## src/rtl/mac_pkg.sv

```systemverilog
// Shared widths, the int8 lane type and the saturating narrow
// used by the requantizer and the output packer.
package mac_pkg;

    localparam int ACC_W  = 32;
    localparam int OUT_W  = 8;
    localparam int LANES  = 4;
    localparam int PROD_W = 49;
    // Rounded, shifted value plus zero point needs two extra bits.
    localparam int SAT_W  = PROD_W + 2;

    typedef logic signed [OUT_W-1:0] int8_t;

    // Clamp a wide signed value to [-128, 127].
    function automatic int8_t sat8(input logic signed [SAT_W-1:0] x);
        int8_t y;
        if (!x[SAT_W-1] && (|x[SAT_W-2:OUT_W-1])) begin
            y = 8'h7f;
        end else if (x[SAT_W-1] && !(&x[SAT_W-2:OUT_W-1])) begin
            y = 8'h80;
        end else begin
            y = x[OUT_W-1:0];
        end
        return y;
    endfunction

endpackage

```

## src/rtl/requant_lane.sv

```systemverilog
// Two-stage requantizer: scale multiply, then round-shift, ReLU,
// zero-point add and int8 saturation.
// Ports: clk/rst_n, en (pipeline advance), acc/acc_valid/acc_last in,
// scale/shift/zp/relu config, q/q_valid/q_last out.
module requant_lane
    import mac_pkg::*;
(
    input  logic             clk,
    input  logic             rst_n,
    input  logic             en,
    input  logic [ACC_W-1:0] acc,
    input  logic             acc_valid,
    input  logic             acc_last,
    input  logic [15:0]      scale,
    input  logic [4:0]       shift,
    input  int8_t            zp,
    input  logic             relu,
    output int8_t            q,
    output logic             q_valid,
    output logic             q_last
);

    logic signed [PROD_W-1:0] prod;
    logic signed [PROD_W-1:0] s1_prod;
    logic                     s1_valid;
    logic                     s1_last;

    logic signed [PROD_W:0]   rnd;
    logic signed [PROD_W:0]   sum;
    logic signed [PROD_W:0]   r;
    logic signed [SAT_W-1:0]  t;

    // Scale is unsigned, so it is zero-extended before the signed multiply.
    assign prod = $signed({{(PROD_W-ACC_W){acc[ACC_W-1]}}, acc})
                * $signed({{(PROD_W-16){1'b0}}, scale});

    always_ff @(posedge clk or negedge rst_n) begin
        if (!rst_n) begin
            s1_valid <= 1'b0;
            s1_last  <= 1'b0;
            s1_prod  <= '0;
        end else if (en) begin
            s1_valid <= acc_valid;
            s1_last  <= acc_valid & acc_last;
            if (acc_valid) begin
                s1_prod <= prod;
            end
        end
    end

    // Adding half an LSB before the arithmetic shift rounds half up.
    always_comb begin
        rnd = '0;
        if (shift != 5'd0) begin
            rnd = {{PROD_W{1'b0}}, 1'b1} << (shift - 5'd1);
        end
        sum = $signed({s1_prod[PROD_W-1], s1_prod}) + rnd;
        r   = sum >>> shift;
        if (relu && r[PROD_W]) begin
            r = '0;
        end
        t = $signed({r[PROD_W], r})
          + $signed({{(SAT_W-OUT_W){zp[OUT_W-1]}}, zp});
    end

    always_ff @(posedge clk or negedge rst_n) begin
        if (!rst_n) begin
            q_valid <= 1'b0;
            q_last  <= 1'b0;
            q       <= '0;
        end else if (en) begin
            q_valid <= s1_valid;
            q_last  <= s1_valid & s1_last;
            if (s1_valid) begin
                q <= sat8(t);
            end
        end
    end

endmodule

```

## src/rtl/mac_requant_packer.sv

```systemverilog
// Requantizes signed 32-bit accumulators to int8 and packs four
// results little-endian per 32-bit AXI-Stream output word.
// Ports: ACLK/ARESETN, SD_AXIS_* accumulator input stream,
// CFG_* quasi-static requant config, MO_AXIS_* packed output stream.
module mac_requant_packer
    import mac_pkg::*;
(
    input  logic             ACLK,
    input  logic             ARESETN,
    input  logic [ACC_W-1:0] SD_AXIS_TDATA,
    input  logic             SD_AXIS_TVALID,
    output logic             SD_AXIS_TREADY,
    input  logic             SD_AXIS_TLAST,
    input  logic [15:0]      CFG_SCALE,
    input  logic [4:0]       CFG_SHIFT,
    input  logic [OUT_W-1:0] CFG_ZP,
    input  logic             CFG_RELU,
    output logic [31:0]      MO_AXIS_TDATA,
    output logic [LANES-1:0] MO_AXIS_TKEEP,
    output logic             MO_AXIS_TVALID,
    input  logic             MO_AXIS_TREADY,
    output logic             MO_AXIS_TLAST
);

    logic                              stall;
    logic                              fire;
    logic                              load;
    int8_t                             q;
    logic                              q_valid;
    logic                              q_last;
    logic [1:0]                        lane_cnt;
    logic [LANES-1:0][OUT_W-1:0]       lanes;
    logic [LANES-1:0][OUT_W-1:0]       word;
    logic [LANES-1:0]                  keep;

    assign stall = MO_AXIS_TVALID & ~MO_AXIS_TREADY;
    // Gated by reset so the input side reads not-ready while held in reset.
    assign SD_AXIS_TREADY = ~stall & ARESETN;
    assign fire = SD_AXIS_TVALID & SD_AXIS_TREADY;
    assign load = ~stall & q_valid & ((lane_cnt == 2'd3) | q_last);

    requant_lane u_lane (
        .clk       (ACLK),
        .rst_n     (ARESETN),
        .en        (~stall),
        .acc       (SD_AXIS_TDATA),
        .acc_valid (fire),
        .acc_last  (SD_AXIS_TLAST),
        .scale     (CFG_SCALE),
        .shift     (CFG_SHIFT),
        .zp        (CFG_ZP),
        .relu      (CFG_RELU),
        .q         (q),
        .q_valid   (q_valid),
        .q_last    (q_last)
    );

    // Word as it would look with the incoming byte merged in.
    always_comb begin
        word           = lanes;
        word[lane_cnt] = q;
        for (int i = 0; i < LANES; i++) begin
            keep[i] = (i <= int'(lane_cnt));
        end
    end

    always_ff @(posedge ACLK or negedge ARESETN) begin
        if (!ARESETN) begin
            lane_cnt       <= 2'd0;
            lanes          <= '0;
            MO_AXIS_TDATA  <= '0;
            MO_AXIS_TKEEP  <= '0;
            MO_AXIS_TVALID <= 1'b0;
            MO_AXIS_TLAST  <= 1'b0;
        end else begin
            if (!stall && q_valid) begin
                if (load) begin
                    lanes    <= '0;
                    lane_cnt <= 2'd0;
                end else begin
                    lanes    <= word;
                    lane_cnt <= lane_cnt + 2'd1;
                end
            end
            if (load) begin
                MO_AXIS_TDATA  <= word;
                MO_AXIS_TKEEP  <= keep;
                MO_AXIS_TLAST  <= q_last;
                MO_AXIS_TVALID <= 1'b1;
            end else if (MO_AXIS_TREADY) begin
                MO_AXIS_TVALID <= 1'b0;
            end
        end
    end

endmodule

```

## config.mk

```make
export PLATFORM = sky130hd
export DESIGN_NAME = mac_requant_packer
export DESIGN_NICKNAME = d
export VERILOG_FILES = /design/src/rtl/mac_pkg.sv /design/src/rtl/requant_lane.sv /design/src/rtl/mac_requant_packer.sv
export SDC_FILE = /design/constraint.sdc
export NUM_CORES = 2
export LEC_CHECK = 0
export ABC_AREA = 1
export CORE_UTILIZATION = 61
export DETAILED_ROUTE_END_ITERATION = 16
export DONT_BUFFER_PORTS = 1
export GPL_TIMING_DRIVEN = 1
export PLACE_DENSITY = 0.8
export SLEW_MARGIN = 15
export SYNTH_ARGS = -nofsm -noshare
export SYNTH_HDL_FRONTEND = slang
export SYNTH_SLANG_ARGS = --single-unit
```

## constraint.sdc

```tcl
create_clock -name ACLK -period 4.25 [get_ports ACLK]
set_clock_uncertainty 0.05 [all_clocks]
set_input_delay 0.425 -clock ACLK [delete_from_list [all_inputs] [get_ports ACLK]]
set_output_delay 0.425 -clock ACLK [all_outputs]
set_load 0.05 [all_outputs]
```

==> results.yml <==
run_status:
  status: "complete, but fails checks"
  violations: "setup timing"
layout:
  layout_common_cells: "1334 x nand2_1, 1124 x inv_1, 639 x buf_4"
  area.growth.synth_to_final_pct: 35.6
  drive_gt1_share_pct: 32.1
  fin_cells: 6670
  layout_commonest_cell: "nand2_1"
  final_nets: 6663
  fillers: 3410
  fin_util_pct: 84.0
yosys:
  yosys.area.top_type: "fa_1"
  synth_nets: 6139
  ys_top_cells_by_area: "fa_1 28%, nand2_1 18%, inv_1 13%, dfrtp_1 9.5%, ha_1 7.3%"
  synthFlopType: "dfrtp_1"
  synth_cell_types: 47
  yosys_warnings: 0
  yosysSeqAreaShare_pct: 9.51
  synth_enable_flop_cells: 0
  syn-instance-count: 5377
  syn_avg_cell_area_um2: 6.51
  synth_top_area_share_pct: 28.1
  synthArstFlopShare_pct: 100
  ys_ff_latch: 133
  syn_area_mm2: 0.0350
timing:
  fin_tns_setup_ns: -53.23
  fin_crit_ns: 5.96
  worst_slack_ns: -1.71
  fmax_mhz: 168
  slew_headroom_pct: 2.52
  hold_violations: 0
  post-route-period-util_pct: 140
  tightest_slew_ns: 1.46
  slew_violations: 0
  setup_viol_count_final: 46
  rsz0062_at_grt: "true"
drt:
  wl_um: 137000
  ant_nets: 0
  vias_per_cell: 5.93
  route.detailed.drc: 0
  vias: 39555
  initialDrtViolationCount: 4189
  drt_first_pass_iters: 8
  post_drt_wl_per_cell_um: 20.5
floorplan:
  fp.dieW_um: 241
  rows: 87
  fp.dieH_um: 241
  io_pins: 106
  initial_utilization_pct: 61.9
  die_area_mm2: 0.0583
  core_area_mm2: 0.0565
place:
  dp_cells: 6544
  dp_slack_ns: -2.21
  port_buffers: 0
  routabilityCongestion: 1.01
  dpl.hpwl_um: 95500
clocking:
  clkTransAtPathRegs_ns: 0.06
  clock_path_buffers: 2
  cts_max_level: 4
  cts_root_buffer: "clkbuf_16"
  clkSinkCount: 133
  cts_buffers: 17
  clk_latency_ns: 0.48
  cts_tree: "built"
worst_hold_path:
  hold_start: "SD_AXIS_TDATA[0]"
  min_path_cells: 2
  hp-class: "primary input to flip-flop"
setup_path:
  reg2reg_depth: 41
  r2r_setup_slack_ns: -1.32
  cp-start-kind: "primary input"
  r2r_end: "u_lane.q[1]"
  startpoint: "CFG_SCALE[2]"
  r2r_start: "u_lane.s1_prod[10]"
  worstPathRequired_ns: 4.49
  crit_arrival_ns: 6.20
  crit_path_max_fanout: 32
  worstSetupEndpointType: "flip-flop"
  endpoint: "u_lane.s1_prod[39]"
  critPathKind: "primary input to flip-flop"
grt:
  grt_first_pass_wirelength_um: 197000
  gr-total-overflow: 0
  grt_use_total_pct: 43.6
  grt_max_degree: 134
  antenna_found_initial: 3
  grt_pass1_vias: 38905
flow_run:
  maxCapViolations: 0
-- state kept, by name (all words and copies together), names as in the netlist --
name             cells
lane_cnt             2
u_lane.q_last        1
u_lane.s1_valid      1
MO_AXIS_TVALID       1
u_lane.s1_last       1
u_lane.q             8
u_lane.s1_prod      49
MO_AXIS_TDATA       32
MO_AXIS_TKEEP        4
lanes               32
MO_AXIS_TLAST        1
u_lane.q_valid       1
-- what timing repair did --
| item | CTS | global route |
|---|---|---|
| resized for setup | 762 | 532 |
| buffers inserted | 55 | 47 |
| setup endpoints to repair | 45 | 48 |
| hold endpoints to repair | 133 | 0 |
| pin swaps | 329 | 274 |
| hold buffers | 2 | 0 |
-- final cells by class --
type	instances	area, um2	area share [%]
inverters	1221	4600	9.69
clock buffers	19	453	0.955
flip-flops and latches	133	3330	7.02
multi-input cells	3821	32300	68.2
diodes	2	5.00	0.0106
repair buffers	707	5630	11.9
well taps	756	946	1.99
clock inverters	11	128	0.269
-- cells in the mapped netlist, types with 20 or more instances --
cell,count
nand2_1,1644
inv_1,1212
fa_1,491
nand3_1,482
nor2_1,319
ha_1,204
o21ai_0,196
clkbuf_1,178
a21oi_1,162
dfrtp_1,133
nand4_1,46
xnor2_1,46
xor2_1,38
nor3_1,31
o22ai_1,25
buf_1,20
-- metrics by stage --
step                hold slack (ns)  instance area, um2
finish                       0.0949               47400
CTS                          0.0893               44900
detailed placement           0.0818               40800
global route                  0.130               47400
global placement             0.0817               40800
floorplan                    0.0794               36800
-- kinds of logic (layout without fill, tap and decap cells) --
| logic type | count (synthesis) | count (layout) | share of synthesized area (%) |
|---|---|---|---|
| AO/OA/AOI/OAI | 451 | 451 | 7.03 |
| XOR/XNOR | 85 | 85 | 2.18 |
| adder cells (fa/ha/maj) | 695 | 695 | 35.4 |
| buffers and inverters | 1423 | 1958 | 15.3 |
| flip-flops | 133 | 133 | 9.51 |
| other | 1 | 3 | 0.0107 |
| AND/OR/NAND/NOR | 2589 | 2589 | 30.6 |
-- per-layer routing --
layer,vias up,wire (um),GRT usage [%]
li1,17248,-,-
met1,18743,47800,51.8
met5,-,0,0
met4,0,11300,27.2
met2,2698,63700,72.4
met3,866,14000,9.30
-- critical path: stages --
cell,delay (ns)
nand2_2,0.05
fa_1,0.53
inv_1,0.06
fa_1,0.72
inv_1,0.09
fa_1,0.52
fa_2,0.46
fa_1,0.52
inv_1,0.06
fa_1,0.53
ha_4,0.23
a21oi_1,0.23
inv_1,0.14
a21oi_2,0.34
o21ai_1,0.16
o21ai_2,0.25
nand4_1,0.21
buf_4,0.21
or2_4,0.24
nand3_4,0.11
o21ai_2,0.10
-- how the worst min path moves through the flow --
stage / endpoint / slack (ns)
floorplan: MO_AXIS_TDATA[0] / 0.08
global placement: MO_AXIS_TDATA[5] / 0.08
detailed placement: MO_AXIS_TDATA[7] / 0.08
CTS: u_lane.s1_prod[0] / 0.09
global route: u_lane.s1_prod[0] / 0.13
finish: u_lane.s1_prod[0] / 0.09
Power is not shown: default switching activity piles up to over one toggle a cycle in this logic, so the estimate is an artifact.
